## config.mk

```make
export PLATFORM = sky130hd
export DESIGN_NAME = smiley_game_ctrl
export DESIGN_NICKNAME = d
export VERILOG_FILES = /design/src/rtl/smiley_game_pkg.sv /design/src/rtl/key_rise_detect.sv /design/src/rtl/smiley_game_ctrl.sv
export SDC_FILE = /design/constraint.sdc
export NUM_CORES = 1
export LEC_CHECK = 0
export ABC_AREA = 1
export ABC_CLOCK_PERIOD_IN_PS = 1700
export CORE_MARGIN = 8
export CORE_UTILIZATION = 42
export DETAILED_ROUTE_END_ITERATION = 10
export PLACE_DENSITY = 0.66
export SYNTH_ARGS = -nofsm -noshare
export SYNTH_HDL_FRONTEND = slang
export SYNTH_SLANG_ARGS = --single-unit
export TNS_END_PERCENT = 20
```

## constraint.sdc

```tcl
create_clock -name i_clk -period 1.7 [get_ports i_clk]
set_input_delay 0.255 -clock i_clk [delete_from_list [all_inputs] [get_ports i_clk]]
set_output_delay 0.255 -clock i_clk [all_outputs]
set_load 0.01 [all_outputs]
```

## src/rtl/smiley_game_pkg.sv

```systemverilog
// Shared types and default constants for the smiley game controller.
// Build option SMILEY_CTRL_PAUSE_EN adds the PAUSE state to the encoding.
package smiley_game_pkg;

  localparam int DEF_MAX_LIVES     = 3;
  localparam int DEF_HIT_FRAMES    = 30;
  localparam int DEF_JUMP_COOLDOWN = 8;
  localparam int BLINK_BIT         = 2;

`ifdef SMILEY_CTRL_PAUSE_EN
  typedef enum logic [2:0] {
    S_IDLE, S_RUN, S_HIT, S_RESPAWN, S_OVER, S_PAUSE
  } state_t;
`else
  typedef enum logic [2:0] {
    S_IDLE, S_RUN, S_HIT, S_RESPAWN, S_OVER
  } state_t;
`endif

endpackage

```

## src/rtl/key_rise_detect.sv

```systemverilog
// Rising-edge detector for a key level; the history bit resets high so a key
// held through reset does not produce an edge.
module key_rise_detect (
  input  logic i_clk,
  input  logic i_reset,
  input  logic i_key,
  output logic o_rise
);

  logic r_prev;

  always_ff @(posedge i_clk or posedge i_reset) begin
    if (i_reset) r_prev <= 1'b1;
    else         r_prev <= i_key;
  end

  assign o_rise = i_key & ~r_prev;

endmodule

```

## src/rtl/smiley_game_ctrl.sv

```systemverilog
// Play-state controller in front of the smiley mover: lives, direction, jumps,
// frame gating and respawn. Define SMILEY_CTRL_PAUSE_EN to add the pause key.
module smiley_game_ctrl
  import smiley_game_pkg::*;
#(
  parameter  int MAX_LIVES     = DEF_MAX_LIVES,
  parameter  int HIT_FRAMES    = DEF_HIT_FRAMES,
  parameter  int JUMP_COOLDOWN = DEF_JUMP_COOLDOWN,
  parameter  int DIR_INIT      = 1,
  localparam int LW            = $clog2(MAX_LIVES + 1)
) (
  input  logic          i_clk,
  input  logic          i_reset,
  input  logic          i_startOfFrame,
  input  logic          i_startGame,
  input  logic          i_dirKey,
  input  logic          i_jumpKey,
`ifdef SMILEY_CTRL_PAUSE_EN
  input  logic          i_pauseKey,
`endif
  input  logic          i_hitObstacle,
  input  logic          i_hitBonus,
  output logic          o_frameTick,
  output logic          o_X_direction,
  output logic          o_toggleY,
  output logic          o_respawn,
  output logic [LW-1:0] o_lives,
  output logic          o_gameOver,
  output logic          o_blink
);

  localparam int CW  = $clog2(JUMP_COOLDOWN + 1);
  localparam int HCW = ($clog2(HIT_FRAMES + 1) > BLINK_BIT + 1) ?
                       $clog2(HIT_FRAMES + 1) : BLINK_BIT + 1;

  state_t           r_state;
  state_t           w_stateNext;
  logic [LW-1:0]    r_lives;
  logic             r_xDir;
  logic             r_toggleY;
  logic [CW-1:0]    r_cooldown;
  logic [HCW-1:0]   r_hitCnt;

  logic w_startRise, w_dirRise, w_jumpRise;
  logic w_inRun, w_start, w_keysOk, w_pauseEvt, w_bonusOk, w_jumpOk, w_hitDone;

  key_rise_detect u_startRise (.i_clk(i_clk), .i_reset(i_reset), .i_key(i_startGame), .o_rise(w_startRise));
  key_rise_detect u_dirRise   (.i_clk(i_clk), .i_reset(i_reset), .i_key(i_dirKey),    .o_rise(w_dirRise));
  key_rise_detect u_jumpRise  (.i_clk(i_clk), .i_reset(i_reset), .i_key(i_jumpKey),   .o_rise(w_jumpRise));

`ifdef SMILEY_CTRL_PAUSE_EN
  logic w_pauseRise;
  key_rise_detect u_pauseRise (.i_clk(i_clk), .i_reset(i_reset), .i_key(i_pauseKey), .o_rise(w_pauseRise));
  assign w_pauseEvt = w_inRun & ~i_hitObstacle & w_pauseRise;
`else
  assign w_pauseEvt = 1'b0;
`endif

  // A hit in RUN pre-empts every other RUN event; pause pre-empts the bonus.
  assign w_inRun   = (r_state == S_RUN);
  assign w_start   = ((r_state == S_IDLE) || (r_state == S_OVER)) && w_startRise;
  assign w_keysOk  = w_inRun & ~i_hitObstacle;
  assign w_bonusOk = w_keysOk & ~w_pauseEvt & i_hitBonus;
  assign w_jumpOk  = w_keysOk & w_jumpRise & (r_cooldown == '0);
  assign w_hitDone = (r_state == S_HIT) && i_startOfFrame &&
                     (r_hitCnt == HCW'(HIT_FRAMES - 1));

  always_ff @(posedge i_clk or posedge i_reset) begin
    if (i_reset) r_state <= S_IDLE;
    else         r_state <= w_stateNext;
  end

  always_comb begin
    w_stateNext = r_state;
    case (r_state)
      S_IDLE, S_OVER: if (w_startRise) w_stateNext = S_RESPAWN;
      S_RUN: begin
        if (i_hitObstacle)   w_stateNext = S_HIT;
        else if (w_pauseEvt) w_stateNext = state_t'(w_stateNext);
`ifdef SMILEY_CTRL_PAUSE_EN
        if (w_pauseEvt)      w_stateNext = S_PAUSE;
`endif
      end
      S_HIT:     if (w_hitDone) w_stateNext = (r_lives == '0) ? S_OVER : S_RESPAWN;
      S_RESPAWN: w_stateNext = S_RUN;
`ifdef SMILEY_CTRL_PAUSE_EN
      S_PAUSE:   if (w_pauseRise) w_stateNext = S_RUN;
`endif
      default:   w_stateNext = S_IDLE;
    endcase
  end

  always_comb begin
    o_frameTick = i_startOfFrame && w_inRun;
    o_respawn   = (r_state == S_RESPAWN);
    o_gameOver  = (r_state == S_OVER);
    o_blink     = (r_state == S_HIT) && r_hitCnt[BLINK_BIT];
  end

  // Cooldown only ticks in RUN, so it stays frozen while paused or hit.
  always_ff @(posedge i_clk or posedge i_reset) begin
    if (i_reset) begin
      r_lives    <= '0;
      r_xDir     <= 1'(DIR_INIT);
      r_toggleY  <= 1'b0;
      r_cooldown <= '0;
      r_hitCnt   <= '0;
    end else begin
      r_toggleY <= w_jumpOk;
      if (w_start) begin
        r_lives <= LW'(MAX_LIVES);
        r_xDir  <= 1'(DIR_INIT);
      end else if (w_inRun && i_hitObstacle) begin
        if (r_lives != '0) r_lives <= r_lives - 1'b1;
      end else if (w_bonusOk && (r_lives < LW'(MAX_LIVES))) begin
        r_lives <= r_lives + 1'b1;
      end
      if (w_keysOk && w_dirRise) r_xDir <= ~r_xDir;
      if (w_start)
        r_cooldown <= '0;
      else if (w_jumpOk)
        r_cooldown <= CW'(JUMP_COOLDOWN);
      else if (w_inRun && i_startOfFrame && (r_cooldown != '0))
        r_cooldown <= r_cooldown - 1'b1;
      if (w_inRun && i_hitObstacle)
        r_hitCnt <= '0;
      else if ((r_state == S_HIT) && i_startOfFrame)
        r_hitCnt <= r_hitCnt + 1'b1;
    end
  end

  assign o_X_direction = r_xDir;
  assign o_toggleY     = r_toggleY;
  assign o_lives       = r_lives;

endmodule

```

==> results of run 1 <==
[layer usage]
metal | track usage | wire, um | part of all wire
met2 | 0.208 | 1210 | 0.51
met1 | 0.132 | 1040 | 0.44
met3 | 0.0245 | 87 | 0.037
met5 | 0 | 0 | 0
met4 | 0.0563 | 33 | 0.014
[worst register-to-register path: stages, from the launching register on]
cell and delay, ns:
dfrtp_2 0.47, nor2_4 0.12, buf_4 0.13, nand3_2 0.11, inv_1 0.14, nand2_1 0.12
nand2_1 0.10, a21oi_1 0.05
[repair_timing]
item	4_1_cts	5_1_grt
resized for setup	5	3
setup endpoints to repair	4	3
setup buffers	0	0
hold endpoints to repair	0	0
[area by class of cell]
class | count | share of cell area
sequential | 19 | 0.348
timing repair buffer | 22 | 0.142
clock inverter | 1 | 0.00361
clock buffer | 3 | 0.0163
tap | 31 | 0.0280
inverter | 28 | 0.0759
multi-input combinational | 101 | 0.387
[power groups by stage]
stage / sequential, mW / clock [mW] / combinational, mW
after global placement: 0.756 / 0 / 1.11
after CTS: 0.758 / 0.249 / 1.12
final: 0.756 / 0.233 / 1.11
after global routing: 0.782 / 0.268 / 1.28
after detailed placement: 0.766 / 0 / 1.14
after floorplan: 0.740 / 0 / 0.792
[kinds of logic (layout without fill, tap and decap cells)]
group,after synthesis,count (layout),synth area share
DFF,19,19,0.424
xor gates and xnor gates,2,2,0.0155
and+or+nand+nor,77,77,0.326
buffers and inverters,29,54,0.103
adders and majority gates,4,4,0.0442
AOI/OAI and AO/OA,18,18,0.0873
[sequential cells by signal, indices dropped and copies added (netlist names), 2 cells and up]
name,cells
o_lives,2
r_hitCnt,5
r_cooldown,4
r_state,3
[cell usage after synthesis (all sizes together)]
| cell | n |
|---|---|
| dfstp | 4 |
| nand4 | 10 |
| dfrtp | 15 |
| nand2 | 36 |
| nor3 | 1 |
| buf | 1 |
| a21oi | 6 |
| inv | 28 |
| nor2 | 19 |
| o21ai | 11 |
| xor2 | 2 |
| o22ai | 1 |
| nand3 | 11 |
| ha | 4 |
[through the flow]
| stage | TNS [ns] | hold WS (ns) | worst slack, ns | utilization |
|---|---|---|---|---|
| 6_report | 0 | 0.270 | 0.0908 | 0.520 |
| 5_1_grt | -0.00827 | 0.318 | -0.00827 | 0.520 |
| 4_1_cts | 0 | 0.268 | 0.0292 | 0.521 |
| 3_5_place_dp | -0.0571 | 0.527 | -0.0571 | 0.512 |
| 3_3_place_gp | -0.0552 | 0.520 | -0.0552 | 0.512 |
| 2_1_floorplan | 0 | 0.203 | 0.535 | - |
[worst max-delay path by stage]
stage	slack [ns]	endpoint	startpoint
after floorplan	0.54	o_gameOver	r_state[0]$_DFFE_PP0P_
after global placement	-0.06	o_frameTick	i_startOfFrame
after detailed placement	-0.06	o_frameTick	i_startOfFrame
after CTS	0.03	o_X_direction	o_X_direction$_DFFE_PP1P_
after global routing	-0.008	o_gameOver	r_state[1]$_DFFE_PP0P_
final	0.09	o_frameTick	r_state[2]$_DFFE_PP0P_
==> results.yml, run 1 <==
yosys:
  synth_top_area_share: 0.331
  yosysUniqueCellTypes: 19
  synth_seq_cells: 19
  yosys_warnings: 0
  syn-num-nets: 161
  avgSynthCellArea_um2: 7.60
  syn_inst: 149
  synthTopCellsByArea: "dfrtp_1 33%, nand2_1 11%, dfstp_2 9.3%"
  yosys.area.top_type: "dfrtp_1"
  ys_seq_area_frac: 0.424
  synth_area_um2: 1130
min_path:
  hold_path_class: "in2async"
layout:
  final_area_um2: 1390
  final_cells: 205
  area_delta_synth_final_pct: 22.3
  drive_above_1_share: 0.167
  multi_input_area_um2: 536
  register_area_um2: 482
  mostFrequentLayoutCell: "nand2_1"
  final_cell_mix: "33 x nand2_1, 28 x inv_1, 14 x nor2_1, 14 x dfrtp_1"
  diodes: 0
  nets: 187
  nFillCells: 270
critical_path:
  rr_worst_depth: 7
  worstSetupPathType: "reg2out"
  path_depth: 4
  worstPathRequired_ns: 1.44
  worst_r2r_endpoint: "r_cooldown[0]$_DFFE_PP0P_"
  cp_num_buf_inv: 2
  max_stage_delay_ns: 0.47
  crit_fanout: 4
  start_kind: "flop"
  cp-end-kind: "output port"
  arrival_ns: 1.35
  r2r-start: "r_state[2]$_DFFE_PP0P_"
  cp_slowest_cell: "dfrtp_2"
  reg2reg_slack_ns: 0.36
  crit_chain: "nor2_4 > nand3_1 > inv_1 > dlygate4sd2_1"
  crit_family: "flip-flops"
power:
  ir_drop_mv: 0.753
  clkPwrFrac: 0.111
  finalPower_mw: 2.10
  p_int_mw: 1.17
  switching_share: 0.444
  p_switching_uw: 932
  power_frac_seq: 0.360
  p_comb_frac: 0.528
  p_leak_nw: 0.717
  powerDensity_nw_per_um2: 1510
timing:
  slew_headroom: 0.798
  worst_slew_pin_slew_ns: 0.300
  fin_skew_ns: 0.00649
  fin_crit_sh: 0.947
  finalMaxSlewViolations: 0
  hold_viol_final: 0
  setup_viol: 0
  fin_crit_ns: 1.61
  rsz0062_at_grt: "yes"
  clock.fmax_mhz: 621
placement:
  place_area_um2: 1360
  place_congestion: 0.828
  port_buffers: 15
  dp.cells: 201
  hpwl_um: 1910
routing:
  viasPerCell: 4.98
  totalWireLength_um: 2370
  wire_per_inst_um: 11.5
  dr.pass1.iters: 4
  drt-initial-drc-count: 54
  drc: 0
  dr_total_vias: 1021
  ant_nets: 0
global_route:
  first_global_vias: 1055
  gr-total-overflow: 0
  antenna_found_initial: 0
  grtUsageTotal: 0.118
  grt_max_degree: 20
  grt_pass1_wl_um: 4240
clocking:
  ctsHoldBuffers: 0
  path_clk_slew_ns: 0.12
  numClockSinks: 19
  cts_root_buf: "clkbuf_4"
  cts_buffers: 3
  clock_latency_ns: 0.30
  clock_path_buffers: 2
  htreeDepth: 1
  cts_tree: "built"
die:
  die_y_um: 67.9
  start_util: 0.425
  num_rows: 19
  die-area_um2: 4610
  io-pin-count: 16
  core-area_um2: 2660
  die_x_um: 67.9
run:
  drv_cap: 0
outcome:
  status: "finished clean"
No activity file was read; power rests on OpenSTA's default activity.
==> run 2, diff against run 1 <==
--- a/config.mk
+++ b/config.mk
@@ -7,10 +7,12 @@
 export LEC_CHECK = 0
 export ABC_AREA = 1
 export ABC_CLOCK_PERIOD_IN_PS = 1700
+export CELL_PAD_IN_SITES_DETAIL_PLACEMENT = 1
+export CELL_PAD_IN_SITES_GLOBAL_PLACEMENT = 1
 export CORE_MARGIN = 8
-export CORE_UTILIZATION = 42
+export CORE_UTILIZATION = 39
 export DETAILED_ROUTE_END_ITERATION = 10
-export PLACE_DENSITY = 0.66
+export PLACE_DENSITY = 0.8
 export SYNTH_ARGS = -nofsm -noshare
 export SYNTH_HDL_FRONTEND = slang
 export SYNTH_SLANG_ARGS = --single-unit
==> results.yml, run 2 (synthesis results as in run 1) <==
critical_path:
  worstSetupPathType: "reg2out"
  crit_family: "flip-flops"
  cp_num_buf_inv: 2
  r2r-start: "r_state[2]$_DFFE_PP0P_"
  crit_fanout: 4
  start_kind: "flop"
  crit_chain: "nor2_4 > nand3_1 > inv_1 > dlygate4sd2_1"
  rr_worst_depth: 5
  max_stage_delay_ns: 0.46
  reg2reg_slack_ns: 0.30
  worst_r2r_endpoint: "r_hitCnt[1]$_DFFE_PP0P_"
  worstPathRequired_ns: 1.44
  cp_slowest_cell: "dfrtp_2"
  cp-end-kind: "output port"
  arrival_ns: 1.36
  startpoint: "r_state[2]$_DFFE_PP0P_"
die:
  start_util: 0.411
  die-area_um2: 4880
  core-area_um2: 2760
  io-pin-count: 16
  die_x_um: 69.9
  num_rows: 19
  die_y_um: 69.9
timing:
  slew_headroom: 0.787
  clock.fmax_mhz: 621
  fin_crit_sh: 0.948
  hold_viol_final: 0
  fin_crit_ns: 1.61
  finalMaxSlewViolations: 0
  worst_slew_pin_slew_ns: 0.317
  setup_ws_ns: 0.0886
  hold_ws_ns: 0.270
  fin_skew_ns: 0.00567
  setup_viol: 0
  rsz0062_at_grt: "no"
clocking:
  htreeDepth: 1
  path_clk_slew_ns: 0.11
  clock_latency_ns: 0.30
  clock_path_buffers: 2
  cts_root_buf: "clkbuf_4"
  ctsHoldBuffers: 0
  cts_tree: "built"
  cts_buffers: 3
  numClockSinks: 19
  post_cts_buffers: 0
layout:
  nFillCells: 377
  drive_above_1_share: 0.168
  diodes: 0
  multi_input_area_um2: 538
  largest_reg_flops: 5
  largest-register: "r_hitCnt"
  register_area_um2: 483
  final_cell_mix: "33 x nand2_1, 28 x inv_1, 13 x nor2_1, 13 x dfrtp_1"
  top_regs: "r_hitCnt x5, r_cooldown x4, r_state x3"
  area_delta_synth_final_pct: 21.9
  nets: 186
  mostFrequentLayoutCell: "nand2_1"
global_route:
  first_global_vias: 1208
  gr-total-overflow: 0
  antenna_found_initial: 0
  grt_max_degree: 20
  grtUsageTotal: 0.130
  grt_pass1_wl_um: 5380
placement:
  place_ws_ns: -0.0557
  hpwl_um: 2420
  port_buffers: 15
  place_congestion: 0.821
routing:
  totalWireLength_um: 2950
  wire_per_inst_um: 14.5
  ant_nets: 0
  drt-initial-drc-count: 54
  dr.pass1.iters: 4
  dr_total_vias: 1067
  viasPerCell: 5.23
  drc: 0
power:
  powerDensity_nw_per_um2: 1570
  p_leak_nw: 0.709
  ir_drop_mv: 0.729
  finalPower_mw: 2.17
outcome:
  status: "finished clean"
min_path:
  hold_path_class: "in2async"
run:
  drv_cap: 0
[run 2: layer usage]
layer | GRT usage | routed length, um | up-vias
met5 | 0 | 0 | -
met1 | 0.138 | 1270 | 524
met4 | 0.0513 | 39 | 0
li1 | - | - | 526
met3 | 0.0367 | 103 | 4
met2 | 0.234 | 1540 | 13
[run 2: worst max path at each step]
stage               cells after the start          end
detailed placement                      4  o_frameTick
global route                            4  o_frameTick
finish                                  4  o_frameTick
global placement                        4  o_frameTick
floorplan                               4   o_gameOver
CTS                                     5      o_blink
[run 2: what timing repair did]
action / CTS / global route
setup endpoints to repair: 4 / 3
cloned: 0 / 0
gates resized for setup: 6 / 4
[run 2: stage by stage]
step	utilization	cell area (um2)	cells	TNS, ns
floorplan	-	1130	149	0
global placement	0.491	1360	200	-0.0643
global route	0.500	1380	204	0
detailed placement	0.491	1360	200	-0.0557
CTS	0.500	1380	204	0
finish	0.500	1380	204	0
[run 2: power breakdown]
group | leakage [nW] | internal (mW) | switching [mW]
clock network | 0.0150 | 0.0914 | 0.144
registers | 0.234 | 0.613 | 0.157
logic | 0.460 | 0.460 | 0.701
total | 0.709 | 1.16 | 1.00
[run 2: area by class of cell]
class                   instances  area share
flip-flops and latches         19       0.350
repair buffers                 21       0.137
clock buffers                   4      0.0190
inverters                      28      0.0762
multi-input cells             101       0.390
well taps                      31      0.0281
[run 2: tightest hold or removal path, delay by kind of cell]
family	cells	cell delay (ns)
buf+inv	3	0.70
==> run 3, diff against run 2 <==
--- a/config.mk
+++ b/config.mk
@@ -9,7 +9,7 @@
 export ABC_CLOCK_PERIOD_IN_PS = 1700
 export CELL_PAD_IN_SITES_DETAIL_PLACEMENT = 1
 export CELL_PAD_IN_SITES_GLOBAL_PLACEMENT = 1
-export CORE_MARGIN = 8
+export CORE_MARGIN = 2
 export CORE_UTILIZATION = 39
 export DETAILED_ROUTE_END_ITERATION = 10
 export PLACE_DENSITY = 0.8
==> results.yml, run 3 (synthesis results as in run 1) <==
routing:
  dr.pass1.iters: 4
  ant_nets: 0
  wire_per_inst_um: 13.9
  totalWireLength_um: 2860
  drc: 0
  viasPerCell: 5.20
  dr_total_vias: 1067
  drt-initial-drc-count: 30
layout:
  final_cell_mix: "33 x nand2_1, 28 x inv_1, 13 x nor2_1, 13 x dfrtp_1, 11 x clkdlybuf4s50_1"
  largest_reg_flops: 5
  drive_above_1_share: 0.172
  register_area_um2: 483
  diodes: 0
  largest-register: "r_hitCnt"
  nFillCells: 363
  fin_util: 0.504
  top_regs: "r_hitCnt x5, r_cooldown x4, r_state x3"
  nets: 187
  mostFrequentLayoutCell: "nand2_1"
  multi_input_area_um2: 538
  area_delta_synth_final_pct: 22.7
critical_path:
  max_stage_delay_ns: 0.55
  crit_chain: "clkdlybuf4s50_1"
  worstPathRequired_ns: 1.44
  cp_num_buf_inv: 1
  cp-end-kind: "output port"
  cp_slowest_cell: "dfstp_2"
  crit_fanout: 3
  start_kind: "flop"
  arrival_ns: 1.38
  worstSetupPathType: "reg2out"
  crit_family: "flip-flops"
timing:
  fin_crit_sh: 0.964
  tns_ns: 0
  setup_viol: 0
  finalMaxSlewViolations: 0
  rsz0062_at_grt: "no"
  slew_headroom: 0.799
  clock.fmax_mhz: 610
  hold_viol_final: 0
  worst_slew_pin_slew_ns: 0.299
  fin_skew_ns: 0.00332
  fin_crit_ns: 1.64
clocking:
  cts_root_buf: "clkbuf_4"
  numClockSinks: 19
  cts_tree: "built"
  htreeDepth: 1
  cts_buffers: 3
  clock_latency_ns: 0.29
  path_clk_slew_ns: 0.11
  clock_path_buffers: 2
  ctsHoldBuffers: 0
placement:
  place_congestion: 0.834
  hpwl_um: 2260
  port_buffers: 15
min_path:
  hold_path_class: "in2async"
die:
  start_util: 0.411
  die-area_um2: 3350
  die_x_um: 57.9
  num_rows: 19
  io-pin-count: 16
  die_y_um: 57.9
  core-area_um2: 2760
outcome:
  status: "finished clean"
global_route:
  antenna_found_initial: 0
  grt_pass1_wl_um: 4860
  grtUsageTotal: 0.191
  first_global_vias: 1112
  gr-total-overflow: 0
  grt_max_degree: 20
power:
  powerDensity_nw_per_um2: 1570
  p_leak_nw: 0.725
  ir_drop_mv: 0.811
run:
  drv_cap: 0
-- run 3: cell count changes in the layout (fill, tap and decap cells not counted) --
| cell | before | now |
|---|---|---|
| dlygate4sd2_1 | 3 | 2 |
| buf_4 | 6 | 7 |
| clkdlybuf4s50_1 | 10 | 11 |
-- run 3: stage by stage --
| step | std cells | instance area [um2] | setup WS (ns) | total power, mW | hold slack [ns] |
|---|---|---|---|---|---|
| 2_1_floorplan | 149 | 1130 | 0.535 | 1.53 | 0.203 |
| 3_3_place_gp | 200 | 1360 | -0.0656 | 1.85 | 0.513 |
| 3_5_place_dp | 200 | 1360 | -0.0655 | 1.95 | 0.523 |
| 4_1_cts | 204 | 1380 | -0.169 | 2.18 | 0.273 |
| 5_1_grt | 205 | 1390 | 0.00627 | 2.41 | 0.313 |
| 6_report | 205 | 1390 | 0.0613 | 2.18 | 0.267 |
-- run 3: cell type report --
class | instances | area share
clock buffers | 4 | 0.0189
inverters | 28 | 0.0757
multi-input cells | 101 | 0.387
flip-flops and latches | 19 | 0.348
well taps | 31 | 0.0279
repair buffers | 22 | 0.142
-- run 3: final timing paths --
path,startpoint,to,slack [ns],cells after the start
setup reg to reg,r_state[2]$_DFFE_PP0P_,r_cooldown[2]$_DFFE_PP0P_,0.33,7
hold reg to reg,r_cooldown[1]$_DFFE_PP0P_,r_cooldown[1]$_DFFE_PP0P_,0.54,2
hold / removal,i_reset,r_cooldown[0]$_DFFE_PP0P_,0.27,3
min in group i_clk,i_jumpKey,u_jumpRise.r_prev$_DFF_PP1_,0.38,1
max in group asynchronous,i_reset,u_startRise.r_prev$_DFF_PP1_,1.17,3
setup / recovery,o_X_direction$_DFFE_PP1P_,o_X_direction,0.06,1
-- run 3: power by group --
group	total (mW)	switching, mW	leakage (nW)	internal, mW
sequential	0.765	0.152	0.234	0.613
clock	0.229	0.138	0.0150	0.0913
combinational	1.19	0.713	0.475	0.475
total	2.18	1.00	0.725	1.18
-- run 3: repair_timing --
action	CTS	global route
setup buffers	0	1
gates resized for setup	4	5
setup endpoints to repair	4	3
-- run 3: tightest hold or removal path, cell delays in order --
cell	delay [ns]
clkdlybuf4s50_1	0.39
inv_1	0.05
buf_4	0.25
-- run 3: per-layer routing --
metal / routed length (um) / track usage / up-vias / share of wire
met1: 1250 / 0.227 / 515 / 0.44
li1: - / - / 527 / -
met3: 80 / 0.0290 / 6 / 0.028
met2: 1480 / 0.356 / 19 / 0.52
met5: 0 / 0 / - / 0
met4: 46 / 0.0498 / 0 / 0.016
